`config.mk`:
```
export PLATFORM = sky130hd
export DESIGN_NAME = vram_req_server
export DESIGN_NICKNAME = d
export VERILOG_FILES = /design/src/rtl/vram_pkg.sv /design/src/rtl/sync_fifo.sv /design/src/rtl/vram_req_server.sv
export SDC_FILE = /design/constraint.sdc
export NUM_CORES = 1
export LEC_CHECK = 0
export ABC_CLOCK_PERIOD_IN_PS = 11300
export BUFFER_PORTS_ARGS = -buffer_cell sky130_fd_sc_hd__buf_4
export CORE_UTILIZATION = 35
export CTS_CLUSTER_DIAMETER = 40
export CTS_CLUSTER_SIZE = 24
export DETAILED_ROUTE_END_ITERATION = 8
export PLACE_DENSITY = 0.52
export REMOVE_ABC_BUFFERS = 1
export SYNTH_ARGS = -nofsm -noshare
export SYNTH_HDL_FRONTEND = slang
export SYNTH_HIERARCHICAL = 1
export SYNTH_SLANG_ARGS = --single-unit
```
`constraint.sdc`:
```
create_clock -name clk -period 11.3 [get_ports clk]
set_input_delay 1.13 -clock clk [delete_from_list [all_inputs] [get_ports clk]]
set_output_delay 1.13 -clock clk [all_outputs]
set_load 0.01 [all_outputs]
```
`src/rtl/vram_pkg.sv`:
```
// Shared types and default widths for the VRAM request server.
package vram_pkg;

    localparam int unsigned ADDR_W_DEF      = 16;
    localparam int unsigned DATA_W_DEF      = 16;
    localparam int unsigned WFIFO_DEPTH_DEF = 4;
    localparam int unsigned RFIFO_DEPTH_DEF = 4;

    typedef enum logic [1:0] {
        S_IDLE,
        S_WR,
        S_RD,
        S_RDW
    } arb_state_t;

    typedef struct packed {
        logic [ADDR_W_DEF-1:0] addr;
        logic [DATA_W_DEF-1:0] data;
    } wr_req_t;

endpackage

```
`src/rtl/sync_fifo.sv`:
```
// Synchronous FIFO with count-derived flags; a push while full is discarded.
module sync_fifo #(
    parameter int unsigned WIDTH = 16,
    parameter int unsigned DEPTH = 4
) (
    input  logic                       clk,
    input  logic                       reset,
    input  logic                       push_i,
    input  logic                       pop_i,
    input  logic [WIDTH-1:0]           din_i,
    output logic [WIDTH-1:0]           dout_o,
    output logic                       full_o,
    output logic                       empty_o,
    output logic [$clog2(DEPTH+1)-1:0] count_o
);
    localparam int unsigned PtrW = $clog2(DEPTH);
    localparam int unsigned CntW = $clog2(DEPTH + 1);
    localparam logic [CntW-1:0] FullCnt = CntW'(DEPTH);

    logic [WIDTH-1:0] mem_q [DEPTH];
    logic [PtrW-1:0]  wr_ptr_q, rd_ptr_q;
    logic [CntW-1:0]  count_q;
    logic             do_push, do_pop;

    assign full_o  = (count_q == FullCnt);
    assign empty_o = (count_q == '0);
    assign count_o = count_q;
    assign dout_o  = mem_q[rd_ptr_q];
    assign do_push = push_i && !full_o;
    assign do_pop  = pop_i && !empty_o;

    always_ff @(posedge clk) begin
        if (reset) begin
            wr_ptr_q <= '0;
            rd_ptr_q <= '0;
            count_q  <= '0;
        end else begin
            if (do_push) begin
                mem_q[wr_ptr_q] <= din_i;
                wr_ptr_q        <= wr_ptr_q + 1'b1;
            end
            if (do_pop) begin
                rd_ptr_q <= rd_ptr_q + 1'b1;
            end
            if (do_push && !do_pop) begin
                count_q <= count_q + 1'b1;
            end else if (do_pop && !do_push) begin
                count_q <= count_q - 1'b1;
            end
        end
    end

endmodule

```
`src/rtl/vram_req_server.sv`:
```
// VRAM request server: queues client writes/reads and arbitrates them onto one RAM port.
// Define VRAM_RAW_ORDER_EN to hold reads back until all earlier writes are committed.
module vram_req_server
    import vram_pkg::*;
#(
    parameter int unsigned ADDR_W      = ADDR_W_DEF,
    parameter int unsigned DATA_W      = DATA_W_DEF,
    parameter int unsigned WFIFO_DEPTH = WFIFO_DEPTH_DEF,
    parameter int unsigned RFIFO_DEPTH = RFIFO_DEPTH_DEF
) (
    input  logic              clk,
    input  logic              reset,
    input  logic              write,
    input  logic [ADDR_W-1:0] writeaddr,
    input  logic [DATA_W-1:0] writedata,
    output logic              wr_full,
    output logic              wr_drop,
    input  logic              read,
    input  logic [ADDR_W-1:0] readaddr,
    output logic              rd_full,
    output logic [DATA_W-1:0] readdata,
    output logic              rd_empty,
    input  logic              rd_pop,
    output logic [ADDR_W-1:0] mem_addr,
    output logic              mem_we,
    output logic [DATA_W-1:0] mem_wdata,
    input  logic [DATA_W-1:0] mem_rdata
);
    localparam int unsigned WrW   = ADDR_W + DATA_W;
    localparam int unsigned WCntW = $clog2(WFIFO_DEPTH + 1);
    localparam int unsigned RCntW = $clog2(RFIFO_DEPTH + 1);

    arb_state_t        state_q;
    logic              last_rd_q;
    logic              wr_drop_q;
    logic              mem_we_q;
    logic [ADDR_W-1:0] mem_addr_q;
    logic [DATA_W-1:0] mem_wdata_q;

    logic [WrW-1:0]    wf_head;
    logic              wf_empty;
    logic [ADDR_W-1:0] ra_head;
    logic              ra_empty;
    logic [DATA_W-1:0] rd_head;
    logic              rdq_full;
    logic [WCntW-1:0]  wf_count_unused;
    logic [RCntW-1:0]  ra_count_unused;
    logic [RCntW-1:0]  rd_count_unused;
    logic              wr_pend, rd_elig;

    sync_fifo #(.WIDTH(WrW), .DEPTH(WFIFO_DEPTH)) u_wr_fifo (
        .clk     (clk),
        .reset   (reset),
        .push_i  (write),
        .pop_i   (state_q == S_WR),
        .din_i   ({writeaddr, writedata}),
        .dout_o  (wf_head),
        .full_o  (wr_full),
        .empty_o (wf_empty),
        .count_o (wf_count_unused)
    );

    sync_fifo #(.WIDTH(ADDR_W), .DEPTH(RFIFO_DEPTH)) u_ra_fifo (
        .clk     (clk),
        .reset   (reset),
        .push_i  (read),
        .pop_i   (state_q == S_RD),
        .din_i   (readaddr),
        .dout_o  (ra_head),
        .full_o  (rd_full),
        .empty_o (ra_empty),
        .count_o (ra_count_unused)
    );

    sync_fifo #(.WIDTH(DATA_W), .DEPTH(RFIFO_DEPTH)) u_rd_fifo (
        .clk     (clk),
        .reset   (reset),
        .push_i  (state_q == S_RDW),
        .pop_i   (rd_pop),
        .din_i   (mem_rdata),
        .dout_o  (rd_head),
        .full_o  (rdq_full),
        .empty_o (rd_empty),
        .count_o (rd_count_unused)
    );

    assign wr_pend = !wf_empty;
`ifdef VRAM_RAW_ORDER_EN
    assign rd_elig = !ra_empty && !rdq_full && wf_empty;
`else
    assign rd_elig = !ra_empty && !rdq_full;
`endif

    assign wr_drop   = wr_drop_q;
    assign mem_we    = mem_we_q;
    assign mem_addr  = mem_addr_q;
    assign mem_wdata = mem_wdata_q;
    assign readdata  = rd_empty ? '0 : rd_head;

    // last_rd_q resets high so the first contested slot goes to the write.
    always_ff @(posedge clk) begin
        if (reset) begin
            state_q     <= S_IDLE;
            last_rd_q   <= 1'b1;
            wr_drop_q   <= 1'b0;
            mem_we_q    <= 1'b0;
            mem_addr_q  <= '0;
            mem_wdata_q <= '0;
        end else begin
            wr_drop_q <= write && wr_full;
            unique case (state_q)
                S_IDLE: begin
                    if (wr_pend && (!rd_elig || last_rd_q)) begin
                        state_q     <= S_WR;
                        last_rd_q   <= 1'b0;
                        mem_we_q    <= 1'b1;
                        mem_addr_q  <= wf_head[WrW-1:DATA_W];
                        mem_wdata_q <= wf_head[DATA_W-1:0];
                    end else if (rd_elig) begin
                        state_q    <= S_RD;
                        last_rd_q  <= 1'b1;
                        mem_addr_q <= ra_head;
                    end
                end
                S_WR: begin
                    state_q  <= S_IDLE;
                    mem_we_q <= 1'b0;
                end
                S_RD:    state_q <= S_RDW;
                S_RDW:   state_q <= S_IDLE;
                default: state_q <= S_IDLE;
            endcase
        end
    end

endmodule

```
==> out/metrics.yaml, run 1 <==
drt:
  post_drt_via_cell_ratio: 4.97
  postRouteWirelength_mm: 26.1
  detailroute.via_count: 6625
  detail_routed_net_length_per_standard_cell_um: 19.5
  initialDrtViolationCount: 310
  remaining_drc_errors: 0
  ant_nets: 0
  dr.pass1.iters: 4
critical_path:
  timing.critical_path.arrival_ns: 2.45
  setup.worst_path.end: "readdata[11]"
  crit_type: "register to output pin"
  crit_path_start_kind: "register"
  worstPathCellList: "mux4_2 > nor2b_1 > buf_4"
  critical-path-top-delay-family: "flip-flops"
  r2r_end: "u_rd_fifo/mem_q[3][6]"
  cp_data_required_time_ns: 10.17
  launch_point_of_the_worst_reg_to_reg_path: "state_q[1]"
  cp_slowest_stage_delay_ns: 0.97
  rr_worst_depth: 3
  worst-r2r-setup-slack_ns: 8.48
  cp_max_fo: 16
  critical_path.endpoint_type: "output pin"
  timing.critical_path.buf_inv: 1
  cp_slowest_cell: "sky130_fd_sc_hd__dfxtp_1"
  cp_num_cells: 3
final_layout:
  nNetsFinal: 923
  layout.cells.most_common_list: "sky130_fd_sc_hd__edfxtp_1, sky130_fd_sc_hd__buf_4, sky130_fd_sc_hd__mux4_2"
  finalCoreUtilization: 0.441
  flow.area_growth_from_synthesis_pct: 24.1
  seq_area_mm2: 0.00897
  most_common_library_cell_in_the_layout_ignoring_fill_and_taps: "sky130_fd_sc_hd__edfxtp_1"
  multi_input_comb_area_mm2: 0.00339
  finish.instance_area_mm2: 0.0157
  layout.filler_cells: 3179
  proportion_of_layout_cells_with_a_drive_suffix_above_1: 0.376
sta:
  rsz0062_at_grt: "no"
  fin_worst_skew_ns: 0.0260
  finalSetupTns_ns: 0
  fin_crit_ns: 3.58
  timing.final.setup_violations: 0
  worst-slew-pin-transition_ns: 1.25
  finalCritPeriodShare: 0.317
  maxSlewViolCount: 0
  maxClockFrequency_ghz: 0.279
  number_of_hold_violations_in_the_final_report: 0
  timing.max_slew.rel_slack: 0.160
pwr:
  ir_worst_vdd_mv: 0.143
  static-leakage-power_nw: 5.30
  total_power_of_the_final_layout_mw: 3.86
  power.density_cell_area_mw_per_mm2: 246
global_route:
  grt_antenna_before_repair: 2
  overflow: 0
  via_count_of_the_first_global_routing_pass: 6801
  first_pass_grt_wire_length_mm: 40.2
  grt_max_degree: 42
  gr-usage-all-layers: 0.146
clock_tree:
  cts_resized: 0
  cts_hold_repair.buffers: 0
  ctsLongestPathBuffers: 3
  numCtsBuffers: 45
  cts_num_sinks: 320
  cts_setup_buffers: 0
  clk-insertion-delay-late_ns: 0.56
  tritoncts_clock_tree: "done"
  root_buffer: "sky130_fd_sc_hd__clkbuf_16"
  clock_edge_transition_at_the_registers_on_the_reported_setup_and_hold_paths_ns: 0.06
  ctsHtreeMaxLevel: 2
die:
  initial_utilization: 0.355
  io_pins: 122
  die_width_um: 192
  die_h_um: 192
  dieArea_mm2: 0.0369
  core_area_mm2: 0.0356
  num_rows: 69
yosys:
  avgSynthCellArea_um2: 18.2
  synth_cell_types: 44
  sequential_to_total_area_share_from_yosys_stat: 0.709
  ys_warns: 6
  share_of_flip_flops_with_an_asynchronous_set_or_reset_after_synthesis: 0
  cell_area_after_technology_mapping_mm2: 0.0126
  syn-instance-count: 695
  dominantRegCellSynth: "sky130_fd_sc_hd__edfxtp_1"
  number_of_enable_flip_flop_cells_after_synthesis: 256
  flip_flop_and_latch_count_after_synthesis: 320
placement:
  placed_cell_area_mm2: 0.0140
  dpl_wire_length_mm: 15.9
  place.gp.congestion: 0.697
  port_buffers: 121
run:
  timing.max_cap.violations: 0
run_status:
  status: "complete, no violations"
min_path:
  class_of_the_tightest_hold_or_removal_check: "register to register"
## stage by stage
stage,cells,setup slack [ns],hold WS [ns]
after floorplan,651,7.22,0.481
after global placement,1250,8.27,0.455
after detailed placement,1250,8.22,0.458
after CTS,1333,7.61,0.468
after global routing,1334,7.49,0.490
final,1334,7.72,0.466
## synth_stat cells, drive strengths merged, types with 6 or more instances
cell type | n | area (um2)
nand2b | 11 | 91.3
dfxtp | 64 | 1280
or3 | 7 | 45.1
clkbuf | 12 | 47.6
nor2 | 17 | 71.3
buf | 32 | 245
o41ai | 16 | 140
nor3 | 6 | 46.3
o21ai | 23 | 126
ha | 15 | 188
edfxtp | 256 | 7690
nor3b | 15 | 146
a21oi | 41 | 205
inv | 16 | 62.6
xor2 | 12 | 105
mux2i | 6 | 60.1
a311oi | 16 | 215
mux4 | 64 | 1440
nand3 | 32 | 160
nor2b | 17 | 106
## worst min-delay path: cells and delay by family (launching register included)
family	cells	cell delay, ns
DFF	1	0.31
AOI/OAI and AO/OA	2	0.10
## kinds of logic after synthesis
| group | Yosys count | share of synthesized area |
|---|---|---|
| fa+ha+maj | 18 | 0.0196 |
| mux | 70 | 0.119 |
| buf+inv | 61 | 0.0284 |
| xor+xnor | 12 | 0.00831 |
| simple gates | 109 | 0.0545 |
| flops | 320 | 0.709 |
| compound gates | 105 | 0.0612 |
## worst min-delay path by stage
| stage | startpoint | to | cells past startpoint |
|---|---|---|---|
| after CTS | mem_wdata[14] | mem_wdata[14] | 2 |
| after global routing | mem_wdata[12] | mem_wdata[12] | 2 |
| after detailed placement | mem_wdata[14] | mem_wdata[14] | 2 |
| after global placement | mem_wdata[10] | mem_wdata[10] | 2 |
| after floorplan | u_ra_fifo/wr_ptr_q[1] | u_ra_fifo/wr_ptr_q[1] | 2 |
| final | mem_wdata[14] | mem_wdata[14] | 2 |
## power breakdown
| part | internal [mW] | total [mW] | switching [mW] |
|---|---|---|---|
| sequential | 1.39 | 1.50 | 0.110 |
| clock | 0.915 | 1.49 | 0.573 |
| combinational | 0.395 | 0.869 | 0.474 |
## area by class of cell
class / instances / share of cell area
antenna: 1 / 0.000159
clock buffer: 48 / 0.0738
clock inverter: 35 / 0.0311
inverter: 17 / 0.00423
multi-input combinational: 314 / 0.216
sequential: 320 / 0.572
tap: 461 / 0.0368
timing repair buffer: 138 / 0.0660
## layer usage
metal	global-route usage	share of wire	wire (um)
met1	0.185	0.43	11200
met4	0.0594	0.028	738
met3	0.0439	0.071	1840
met5	0	0	0
met2	0.232	0.47	12300
## registers in the layout, indices dropped and copies added, names as in the netlist, named ones only
signal	flops
last_rd_q	1
mem_addr	16
mem_wdata	16
mem_we	1
state_q	2
u_ra_fifo/count_o	3
u_ra_fifo/mem_q	64
u_ra_fifo/rd_ptr_q	2
u_ra_fifo/wr_ptr_q	2
u_rd_fifo/count_o	3
u_rd_fifo/mem_q	64
u_rd_fifo/rd_ptr_q	2
u_rd_fifo/wr_ptr_q	2
u_wr_fifo/count_o	3
u_wr_fifo/mem_q	128
u_wr_fifo/rd_ptr_q	2
u_wr_fifo/wr_ptr_q	2
wr_drop	1
No activity file was read; power rests on OpenSTA's default activity.
==> run 2: changes to the inputs <==
--- a/config.mk
+++ b/config.mk
@@ -5,7 +5,7 @@
 export SDC_FILE = /design/constraint.sdc
 export NUM_CORES = 1
 export LEC_CHECK = 0
-export ABC_CLOCK_PERIOD_IN_PS = 11300
+export ABC_CLOCK_PERIOD_IN_PS = 3400
 export BUFFER_PORTS_ARGS = -buffer_cell sky130_fd_sc_hd__buf_4
 export CORE_UTILIZATION = 35
 export CTS_CLUSTER_DIAMETER = 40
==> constraint.sdc (replaced) <==
create_clock -name clk -period 3.4 [get_ports clk]
set_input_delay 0.34 -clock clk [delete_from_list [all_inputs] [get_ports clk]]
set_output_delay 0.34 -clock clk [all_outputs]
set_load 0.01 [all_outputs]
==> out/metrics.yaml, run 2 (synthesis gave the netlist of run 1 again) <==
pwr:
  static-leakage-power_nw: 5.59  # +5.6%
  power.density_cell_area_mw_per_mm2: 788  # +220%
  ir_worst_vdd_mv: 0.483  # +240%
final_layout:
  most_common_library_cell_in_the_layout_ignoring_fill_and_taps: "sky130_fd_sc_hd__edfxtp_1"
  multi_input_comb_area_mm2: 0.00342  # +0.70%
  finish.instance_area_mm2: 0.0164  # +4.2%
  nNetsFinal: 995  # +7.8%
  proportion_of_layout_cells_with_a_drive_suffix_above_1: 0.351  # -0.0252
  layout.cells.most_common_list: "sky130_fd_sc_hd__edfxtp_1, sky130_fd_sc_hd__buf_4, sky130_fd_sc_hd__dlygate4sd3_1, sky130_fd_sc_hd__mux4_2, sky130_fd_sc_hd__dfxtp_1"
  largest_reg_flops: 128  # unchanged
  regMostFlops: "u_wr_fifo/mem_q"
  reg.largest.list: "u_wr_fifo/mem_q x128, u_ra_fifo/mem_q x64, u_rd_fifo/mem_q x64"
  layout.filler_cells: 3097  # -2.6%
  flow.area_growth_from_synthesis_pct: 29.4
  seq_area_mm2: 0.00897  # unchanged
  finalCoreUtilization: 0.460  # +0.0187
critical_path:
  r2r_end: "u_wr_fifo/count_o[2]"
  launch_point_of_the_worst_reg_to_reg_path: "state_q[0]"
  crit_type: "register to output pin"
  cp_data_required_time_ns: 3.06  # -7.11 ns
  timing.critical_path.arrival_ns: 2.11  # -0.34 ns
  rr_worst_depth: 9  # +6
  worst-r2r-setup-slack_ns: 1.05  # -7.43 ns
  setup.worst_path.end: "readdata[2]"
  critical_path.endpoint_type: "output pin"
  crit_path_start_kind: "register"
  cp_max_fo: 16  # unchanged
run_status:
  status: "complete, no violations"
sta:
  timing.final.setup_violations: 0  # unchanged
  worst-slew-pin-transition_ns: 0.956  # -0.299 ns
  rsz0062_at_grt: "no"
  fin_worst_skew_ns: 0.0279  # +0.00197 ns
  setup_slack_ns: 0.946  # -6.77 ns
  finalSetupTns_ns: 0  # unchanged
  fin_crit_ns: 2.45
  maxSlewViolCount: 0  # unchanged
  finalCritPeriodShare: 0.722
  number_of_hold_violations_in_the_final_report: 0  # unchanged
  timing.max_slew.rel_slack: 0.362  # +0.202
  maxClockFrequency_ghz: 0.408
clock_tree:
  tritoncts_clock_tree: "done"
  cts_resized: 0  # unchanged
  ctsHtreeMaxLevel: 2  # unchanged
  cts_num_sinks: 320  # unchanged
  root_buffer: "sky130_fd_sc_hd__clkbuf_16"
  clk-insertion-delay-late_ns: 0.57  # about the same
  numCtsBuffers: 46  # +2.2%
  clock_edge_transition_at_the_registers_on_the_reported_setup_and_hold_paths_ns: 0.05  # about the same
  ctsLongestPathBuffers: 3  # unchanged
global_route:
  gr-usage-all-layers: 0.151  # +0.00498
  grt_antenna_before_repair: 1  # -1
  via_count_of_the_first_global_routing_pass: 7146  # +5.1%
  grt_max_degree: 33  # -21%
  overflow: 0  # unchanged
  first_pass_grt_wire_length_mm: 41.6  # +3.6%
drt:
  postRouteWirelength_mm: 27.2  # +4.4%
  ant_nets: 0  # unchanged
  detailroute.via_count: 6945  # +4.8%
  post_drt_via_cell_ratio: 4.93  # -0.68%
  dr.pass1.iters: 4  # unchanged
  detail_routed_net_length_per_standard_cell_um: 19.3  # -1.1%
  initialDrtViolationCount: 358  # +15%
  remaining_drc_errors: 0  # unchanged
placement:
  placed_cell_area_mm2: 0.0141  # +0.54%
  pre_cts_ws_ns: 1.08  # -7.14 ns
  place.gp.congestion: 0.690  # -0.92%
  dpl_wire_length_mm: 16.4  # +2.8%
  port_buffers: 121  # unchanged
run:
  timing.max_cap.violations: 0  # unchanged
die:
  die_h_um: 192  # unchanged
  core_area_mm2: 0.0356  # unchanged
  initial_utilization: 0.355  # unchanged
  num_rows: 69  # unchanged
  dieArea_mm2: 0.0369  # unchanged
  io_pins: 122  # unchanged
  die_width_um: 192  # unchanged
min_path:
  class_of_the_tightest_hold_or_removal_check: "input pin to register"
  holdPathStages: 3  # +1
==> run 2: power breakdown <==
group          internal, mW  switching [mW]  leakage (nW)
clock                  3.02            1.83         0.774
sequential             4.62           0.336          2.84
combinational          1.41            1.66          1.97
total                  9.06            3.83          5.59
==> run 2: cell type report <==
type / instances / share of cell area
Multi-Input combinational cell: 314 / 0.209
Tap cell: 461 / 0.0353
Timing Repair Buffer: 209 / 0.106
Sequential cell: 320 / 0.548
Clock buffer: 57 / 0.0780
Clock inverter: 29 / 0.0195
Antenna cell: 1 / 0.000153
Inverter: 17 / 0.00405
==> run 2: critical path, cell delays in order (launching register included) <==
cell and delay, ns:
sky130_fd_sc_hd__dfxtp_1 0.85, sky130_fd_sc_hd__mux4_2 0.43, sky130_fd_sc_hd__nor2b_1 0.15, sky130_fd_sc_hd__buf_4 0.14
==> run 2: what timing repair did <==
item,in CTS,in global routing
hold endpoints to repair,256,0
buffers inserted,0,0
hold buffers,64,0
==> run 2: per-layer routing <==
metal	up-vias	share of wire	global-route usage
met4	0	0.028	0.0639
li1	3232	-	-
met2	171	0.48	0.244
met1	3483	0.44	0.193
met5	-	0	0
met3	59	0.053	0.0367
==> run 2: worst min-delay path by stage <==
stage | startpoint | slack [ns] | to
2_1_floorplan | reset | 0.41 | mem_addr[10]
3_3_place_gp | mem_wdata[15] | 0.48 | mem_wdata[15]
3_5_place_dp | mem_wdata[4] | 0.47 | mem_wdata[4]
4_1_cts | write | 0.04 | wr_drop
5_1_grt | write | 0.06 | wr_drop
6_report | write | 0.08 | wr_drop
==> run 2: per-stage QoR <==
stage | instances | total power [mW] | hold slack [ns]
global placement | 1257 | 8.08 | 0.476
finish | 1408 | 12.9 | 0.0826
detailed placement | 1257 | 8.10 | 0.474
global route | 1408 | 13.5 | 0.0605
CTS | 1407 | 13.1 | 0.0433
floorplan | 651 | 6.84 | 0.408
